<file path="src/rtl/mem_arbiter.sv">
// Shares one memory port between a CPU and a DMA requester: one strobe cycle, fixed read latency, done pulse.
// Build option: define ARB_ROUND_ROBIN_EN for round-robin arbitration; otherwise the CPU has fixed priority.
module mem_arbiter #(
    parameter int WIDTH   = 8,
    parameter int LATENCY = 1
) (
    input  logic             clk,
    input  logic             rst,
    input  logic             cpu_req,
    input  logic             cpu_we,
    input  logic [WIDTH-1:0] cpu_adr,
    input  logic [WIDTH-1:0] cpu_wdata,
    output logic             cpu_gnt,
    output logic             cpu_done,
    output logic [WIDTH-1:0] cpu_rdata,
    input  logic             dma_req,
    input  logic             dma_we,
    input  logic [WIDTH-1:0] dma_adr,
    input  logic [WIDTH-1:0] dma_wdata,
    output logic             dma_gnt,
    output logic             dma_done,
    output logic [WIDTH-1:0] dma_rdata,
    output logic [WIDTH-1:0] mem_adr,
    output logic [WIDTH-1:0] mem_wdata,
    output logic             mem_read,
    output logic             mem_write,
    input  logic [WIDTH-1:0] mem_rdata,
    output logic [1:0]       dbg_state
);

    // Handshake: *_req stays high until *_gnt; a request is committed once sampled in IDLE/DONE,
    // *_gnt pulses in its strobe cycle and *_done pulses in the cycle its rdata becomes valid.
    typedef enum logic [1:0] {IDLE = 2'd0, ISSUE = 2'd1, WAIT = 2'd2, DONE = 2'd3} state_t;

    localparam logic [1:0] CNT_LOAD = 2'(LATENCY - 1);

    if (LATENCY < 1 || LATENCY > 4) begin : g_bad_latency
        $error("mem_arbiter: LATENCY must be in 1..4");
    end

    state_t           state, state_next;
    logic [1:0]       cnt, cnt_next;
    logic             cap_we;
    logic             cap_id;
    logic             take;
    logic             pick_dma;
    logic             win_we;
    logic [WIDTH-1:0] win_adr;
    logic [WIDTH-1:0] win_wdata;
    logic             prefer_dma;

`ifdef ARB_ROUND_ROBIN_EN
    logic last_dma;

    always_ff @(posedge clk or negedge rst) begin
        if (!rst) begin
            last_dma <= 1'b1;
        end else if (state == ISSUE) begin
            last_dma <= cap_id;
        end
    end

    assign prefer_dma = !last_dma;
`else
    assign prefer_dma = 1'b0;
`endif

    always_comb begin
        take       = ((state == IDLE) || (state == DONE)) && (cpu_req || dma_req);
        pick_dma   = dma_req && (!cpu_req || prefer_dma);
        win_we     = pick_dma ? dma_we    : cpu_we;
        win_adr    = pick_dma ? dma_adr   : cpu_adr;
        win_wdata  = pick_dma ? dma_wdata : cpu_wdata;
        state_next = state;
        cnt_next   = cnt;
        case (state)
            IDLE, DONE: state_next = take ? ISSUE : IDLE;
            ISSUE: begin
                cnt_next   = CNT_LOAD;
                state_next = (CNT_LOAD != 2'd0) ? WAIT : DONE;
            end
            WAIT: begin
                cnt_next   = cnt - 2'd1;
                state_next = (cnt == 2'd1) ? DONE : WAIT;
            end
            default: state_next = IDLE;
        endcase
    end

    // Memory strobes and grants are loaded on the capture edge so they are flops during ISSUE.
    // Read data is sampled on the edge entering DONE so rdata is valid together with done.
    always_ff @(posedge clk or negedge rst) begin
        if (!rst) begin
            state     <= IDLE;
            cnt       <= 2'd0;
            cap_we    <= 1'b0;
            cap_id    <= 1'b0;
            mem_read  <= 1'b0;
            mem_write <= 1'b0;
            mem_adr   <= '0;
            mem_wdata <= '0;
            cpu_gnt   <= 1'b0;
            dma_gnt   <= 1'b0;
            cpu_done  <= 1'b0;
            dma_done  <= 1'b0;
            cpu_rdata <= '0;
            dma_rdata <= '0;
        end else begin
            state     <= state_next;
            cnt       <= cnt_next;
            mem_read  <= take && !win_we;
            mem_write <= take && win_we;
            mem_adr   <= take ? win_adr   : '0;
            mem_wdata <= take ? win_wdata : '0;
            cpu_gnt   <= take && !pick_dma;
            dma_gnt   <= take && pick_dma;
            if (take) begin
                cap_we <= win_we;
                cap_id <= pick_dma;
            end
            cpu_done  <= (state_next == DONE) && !cap_id;
            dma_done  <= (state_next == DONE) && cap_id;
            if ((state_next == DONE) && !cap_we) begin
                if (cap_id) begin
                    dma_rdata <= mem_rdata;
                end else begin
                    cpu_rdata <= mem_rdata;
                end
            end
        end
    end

    assign dbg_state = state;

endmodule

</file>
<file path="config.mk">
export PLATFORM = sky130hd
export DESIGN_NAME = mem_arbiter
export DESIGN_NICKNAME = d
export VERILOG_FILES = /design/src/rtl/mem_arbiter.sv
export SDC_FILE = /design/constraint.sdc
export NUM_CORES = 1
export LEC_CHECK = 0
export CORE_MARGIN = 3
export CORE_UTILIZATION = 40
export DETAILED_ROUTE_END_ITERATION = 16
export MAX_ROUTING_LAYER = met4
export PLACE_DENSITY = 0.8
export SLEW_MARGIN = 40
export SYNTH_ARGS = -nofsm -noshare
export SYNTH_HDL_FRONTEND = slang
export SYNTH_SLANG_ARGS = --single-unit
</file>
<file path="constraint.sdc">
create_clock -name clk -period 2.51 [get_ports clk]
set_clock_uncertainty 0.05 [all_clocks]
set_input_delay 0.251 -clock clk [delete_from_list [all_inputs] [get_ports clk]]
set_output_delay 0.251 -clock clk [all_outputs]
set_load 0.02 [all_outputs]
</file>
==> metrics <==
post-synthesis cell area 1730 um2; Psw 1.20 mW; Routed WL 4190 um; crit path max fanout 10; Final Net Count 252; Distinct cells, synth 21; drt pass-1 iters 5; sw frac 34.6%; crit path DAT 2150 ps; critical setup path kind flop to flop; CTS sink count 44; I/O pin count 86; clock buffer depth 2; Hold WS 423 ps; Inserted Clock Buffers 5; Max Slew Vio Count 0; core footprint 4090 um2; CTS tree done; TNS Setup 0 ps; launch point of the worst reg-to-reg path dbg_state[0]; peak supply drop 0.757 mV; Die H 71.8 um; gpl congestion 0.809; endpoint class of the critical path flop; row cnt 23; final non-filler cell total 254; first-pass GRT wire length 6670 um; leading area contributor after synthesis dfrtp_1; f_max 0.493 GHz; Comb power frac 49.8%; Post-CTS Hold Buffers 1; Root Buffer clkbuf_8; Final min period 2030 ps; H-tree lvl count 2; initial antenna violation count 0; Vias per Instance 4.87; # DRC 0; Synth area leaders dfrtp_1 64%, mux2_4 14%, a22o_1 8.1%; Synth-to-Final Area Change 58.2%; post-DP HPWL 3200 um; Die Span X 71.8 um; Avg Inst Size Synth 15.0 um2; Die ar. 5150 um2; Max-cap violations 0; Yosys warning count 0; outcome completed; Clk pin slew, worst setup/hold paths 80 ps; period utilization 80.8%; cell area power density 1270 nW/um2; Final setup viols 0; Rel. slew slack 64.7%; unrepaired setup endpoints after global routing no; Critical Path Source Type flop; starting density of the core 42.3%; Int Pwr 2.28 mW; port bufs 85; GR Util All Layers 17.7%; share of cells above drive strength 1 14.7%; worst r2r dst cpu_rdata[1]; worst slew pin tran 529 ps; 1st-iter DRT viols 57; number of global-route vias before repair 1344; Worst Path Required 2630 ps; Resize count post-CTS 0; R2R cell count 4; GRT overflow 0; sequential area share after synthesis 63.6%; Flop pwr share 33.8%; DR WL/cell 16.5 um; Skew-Pair Late Insertion Delay 290 ps; final hold violations 0; clock group share of total power 16.5%; Cells after Synth 115; Lkg Pwr 1.26 nW; top cell type's share of synthesized area 63.6%; placed insts 245; largest net degree at the start of global routing 45; Yosys reg bits 44; worst hold path type primary input to asynchronous set/reset pin; Post-CTS Setup Inserts 0; antenna viol nets, final 0; via count 1237; R2R Setup Slk 480 ps; syn nets 164; Antenna Diode Count 0
## sequential cells by signal (all words and copies together), names as in the netlist
register / cells
mem_read: 1
mem_adr: 8
dma_done: 1
mem_write: 1
dma_rdata: 8
cpu_rdata: 8
cap_id: 1
dbg_state: 2
mem_wdata: 8
dma_gnt: 1
cpu_gnt: 1
cpu_done: 1
cnt: 2
cap_we: 1
## cells in the final DEF, fill, tap and decap left out, drive strengths merged, types with 2 or more instances in the layout
master         netlist  final
nor3                 2      2
o21ai                2      2
nor2                 2      2
inv                  6      6
a22o                16     16
a21oi                6      6
mux2                16     16
clkdlybuf4s50        0     84
dfrtp               44     44
ha                   3      3
clkbuf               1      7
nand2                4      4
buf                  5      2
## cell families (layout without fill, tap and decap cells)
family | after synthesis | in the layout | synth area share, %
AOI/OAI and AO/OA | 25 | 25 | 10.8
adders and majority gates | 3 | 3 | 2.17
DFF | 44 | 44 | 63.6
and+or+nand+nor | 15 | 15 | 5.50
buffers and inverters | 12 | 101 | 4.05
muxes | 16 | 16 | 13.9
## layout make-up
class                      instances  area (um2)
timing repair buffer              87         866
tap                               50        62.6
multi-input combinational         59         559
clock inverter                     1        30.0
clock buffer                       7        96.3
inverter                           6        22.5
sequential                        44        1100
fill                             295        1350
## cell usage after synthesis
cell type,instances
buf_6,3
nor3_1,2
nand2b_1,1
a22o_1,16
inv_1,6
nand2_1,4
o22ai_1,1
or3b_2,1
nor2_1,2
ha_1,3
mux2_4,16
or4b_4,1
a21oi_1,6
and2_2,1
o21ai_0,2
clkbuf_1,1
or4_4,1
nand3b_1,1
nor3b_1,1
buf_2,2
dfrtp_1,44
## how the worst max path moves through the flow
stage                  from      endpoint
2_1_floorplan  dbg_state[0]  dma_rdata[0]
3_3_place_gp   dbg_state[0]  dma_rdata[0]
3_5_place_dp   dbg_state[0]  dma_rdata[5]
4_1_cts        dbg_state[0]  dma_rdata[0]
5_1_grt        dbg_state[0]  cpu_rdata[1]
6_report       dbg_state[0]  cpu_rdata[1]
## critical path, cell delays in order, from the launching register on
cell,delay (ps)
dfrtp_1,380
inv_1,60
ha_1,400
or4_4,680
mux2_4,330
## power by group through the flow
stage	registers, mW	logic, mW	clock network (mW)
after detailed placement	1.19	1.74	0
after global routing	1.21	1.84	0.621
final	1.18	1.73	0.574
after global placement	1.18	1.69	0
after floorplan	1.53	0.627	0
after CTS	1.18	1.75	0.589
## routing by layer
| layer | global-route usage [%] | wire length (um) | vias up |
|---|---|---|---|
| met2 | 30.5 | 2290 | 45 |
| li1 | - | - | 580 |
| met1 | 19.7 | 1600 | 608 |
| met4 | 5.22 | 33 | 0 |
| met3 | 5.33 | 273 | 4 |
| met5 | - | 0 | - |
## stage by stage
stage | cell area [um2] | worst slack (ps) | power [mW] | util (%)
final | 2740 | 481 | 3.48 | 67.0
after CTS | 2740 | 477 | 3.52 | 67.0
after detailed placement | 2600 | 478 | 2.93 | 63.7
after global placement | 2600 | 555 | 2.87 | 63.6
after floorplan | 1730 | 426 | 2.16 | -
after global routing | 2740 | 410 | 3.68 | 67.0
Note: power is estimated with default switching activity, not from simulation.
==> RTL change, RTL diff (same settings) <==
`mem_adr` and `mem_wdata` no longer have a reset.
--- a/src/rtl/mem_arbiter.sv
+++ b/src/rtl/mem_arbiter.sv
@@ -97,8 +97,6 @@
             cap_id    <= 1'b0;
             mem_read  <= 1'b0;
             mem_write <= 1'b0;
-            mem_adr   <= '0;
-            mem_wdata <= '0;
             cpu_gnt   <= 1'b0;
             dma_gnt   <= 1'b0;
             cpu_done  <= 1'b0;
@@ -110,8 +108,6 @@
             cnt       <= cnt_next;
             mem_read  <= take && !win_we;
             mem_write <= take && win_we;
-            mem_adr   <= take ? win_adr   : '0;
-            mem_wdata <= take ? win_wdata : '0;
             cpu_gnt   <= take && !pick_dma;
             dma_gnt   <= take && pick_dma;
             if (take) begin
@@ -130,6 +126,11 @@
         end
     end
 
+    always_ff @(posedge clk) begin
+        mem_adr   <= take ? win_adr   : '0;
+        mem_wdata <= take ? win_wdata : '0;
+    end
+
     assign dbg_state = state;
 
 endmodule
Formal check against the unedited RTL: not equivalent (a bounded check fails within 4 cycles, from zero or initial values and one cycle with rst low).
==> RTL change against the unedited design <==
  * Count of clock-buffer cells in the layout did not move
  * Non-clock buffer count did not move
  * Sequential cell count did not move
  * Synthesized area fell by 4.6%
  * Total power fell by 0.59%
  * Global-route usage fell by 0.55 points
  * Worst setup slack got worse by 0.010 ns
  * Design area fell by 3.0%
  * Routed wire length fell by 9.6%
==> RTL change: results (changes against the unedited design) <==
Async SR Flop Fraction 0.636 (-0.364); GR Util met3 0.0763 (+0.0230); post-synthesis compound-gate area fraction 0.113 (+0.00523); Final Wtd Congestion 0.746 (-7.8%); total track usage 0.171 (-0.00548); wire length per cell 15.0 µm (-8.9%); initial drt markers 60 (+5.3%); top cells by area, synth dfrtp_1 (42%), dfxtp_1 (19%), mux2_4 (15%); Hold Buf Count CTS 0 (-1); sequential area share after synthesis 0.619 (-0.0176); initial antenna violation count 0 (unchanged); synth unique cells 22 (+4.8%); Post-synth top cells dfrtp_1 (28), a22o_1 (16), dfxtp_1 (16), mux2_4 (16); DP Wirelength 3010 µm (-6.1%); Inserted Diodes 0 (unchanged); IO buf count 85 (unchanged); Hold WC Path Type input port to async pin; grt met2 use 0.252 (-0.0535); Top FF cell, synth dfrtp_1; worst setup path startpoint dbg_state[0]$_DFF_PN0_; mux contribution to synthesized area 0.146 (+0.00674); vias in the first global route 1297 (-3.5%); slowest stage cell, crit path or4_4; Mapped Nets 164 (unchanged); via count 1227 (-0.81%); Worst Reg-to-Reg Cells 4 (unchanged); post-synthesis adder-cell area fraction 0.0227 (+0.00105); Pre-antenna DRT Iters 4 (-1); GRT met1 Usage 0.201 (+0.00479); Least-Margin Pin Slew 0.350 ns (-0.180 ns); CTS resizes 0 (unchanged); largest net degree at the start of global routing 29 (-36%); Synth Warn # 0 (unchanged); layout cell share with drive strength beyond 1 0.147 (unchanged); TritonCTS Buffers 5 (unchanged); arrival time worst endpoint approximately 2.2 ns; critical path type flip-flop to flip-flop; root buffer cell clkbuf_8; Clock Tree Buf Depth 2 (unchanged); NumNets Final 252 (unchanged); post-synthesis xor/xnor area fraction 0 (unchanged); Setup Buffers After CTS 0 (unchanged); H-tree levels 2 (unchanged); die width 70.2 µm (-2.1%); Static Leak 1.18 nW (-6.3%); r2r setup slk 0.47 ns; Fin Hold WS 0.276 ns (-0.148 ns); Worst-path clk slew 0.08 ns (about the same); Max VDD drop 0.622 mV (-18%); Filler Cells Inserted 257 (-13%); RR Endpoint cpu_rdata[3]$_DFFE_PN0P_; Max-slew headroom 0.767 (+0.120); global-route wire length before repair 6220 µm (-6.8%); CP Max Fanout 10 (unchanged); worst-skew pair later-pin latency 0.29 ns (about the same); cell family contributing the most delay on the critical path simple AND/OR/NAND/NOR gates; Largest stage delay, worst path around 0.69 ns; status finished clean
-- RTL change: changes by cell type after synthesis --
| cell | delta |
|---|---|
| dfxtp_1 | +16 |
| dfrtp_1 | -16 |
| buf_1 | +1 |
| clkbuf_1 | -1 |
-- RTL change: layout make-up --
| cell class | instances | area share |
|---|---|---|
| Sequential cell | 44 | 0.385 |
| Timing Repair Buffer | 87 | 0.326 |
| Multi-Input combinational cell | 59 | 0.211 |
| Clock buffer | 7 | 0.0363 |
| Tap cell | 48 | 0.0226 |
| Clock inverter | 1 | 0.0113 |
| Inverter | 6 | 0.00848 |
-- RTL change: metal layers --
metal	vias up	wire, µm
li1	579	-
met1	560	1600
met2	80	1680
met3	8	437
met4	0	75
met5	-	0
-- RTL change: kinds of logic (layout without fill, tap and decap cells) --
kind of cell	after synthesis	after routing
flip-flops	44	44
AO/OA/AOI/OAI	25	25
multiplexers	16	16
AND/OR/NAND/NOR	15	15
buffers and inverters	12	101
adder cells (fa/ha/maj)	3	3
-- RTL change: per-stage QoR --
stage | power (mW) | std cells | util | setup slack [ns] | cell area [µm²]
floorplan | 2.16 | 115 | - | 0.426 | 1650
global placement | 2.85 | 244 | 0.661 | 0.557 | 2530
detailed placement | 2.92 | 244 | 0.661 | 0.492 | 2530
CTS | 3.51 | 252 | 0.694 | 0.474 | 2660
global route | 3.66 | 252 | 0.694 | 0.392 | 2660
finish | 3.46 | 252 | 0.694 | 0.471 | 2660
-- RTL change: power breakdown --
| group | switching (mW) | leakage [nW] | internal, mW |
|---|---|---|---|
| clock | 0.224 | 0.0645 | 0.351 |
| sequential | 0.151 | 0.471 | 1.02 |
| combinational | 0.807 | 0.641 | 0.906 |
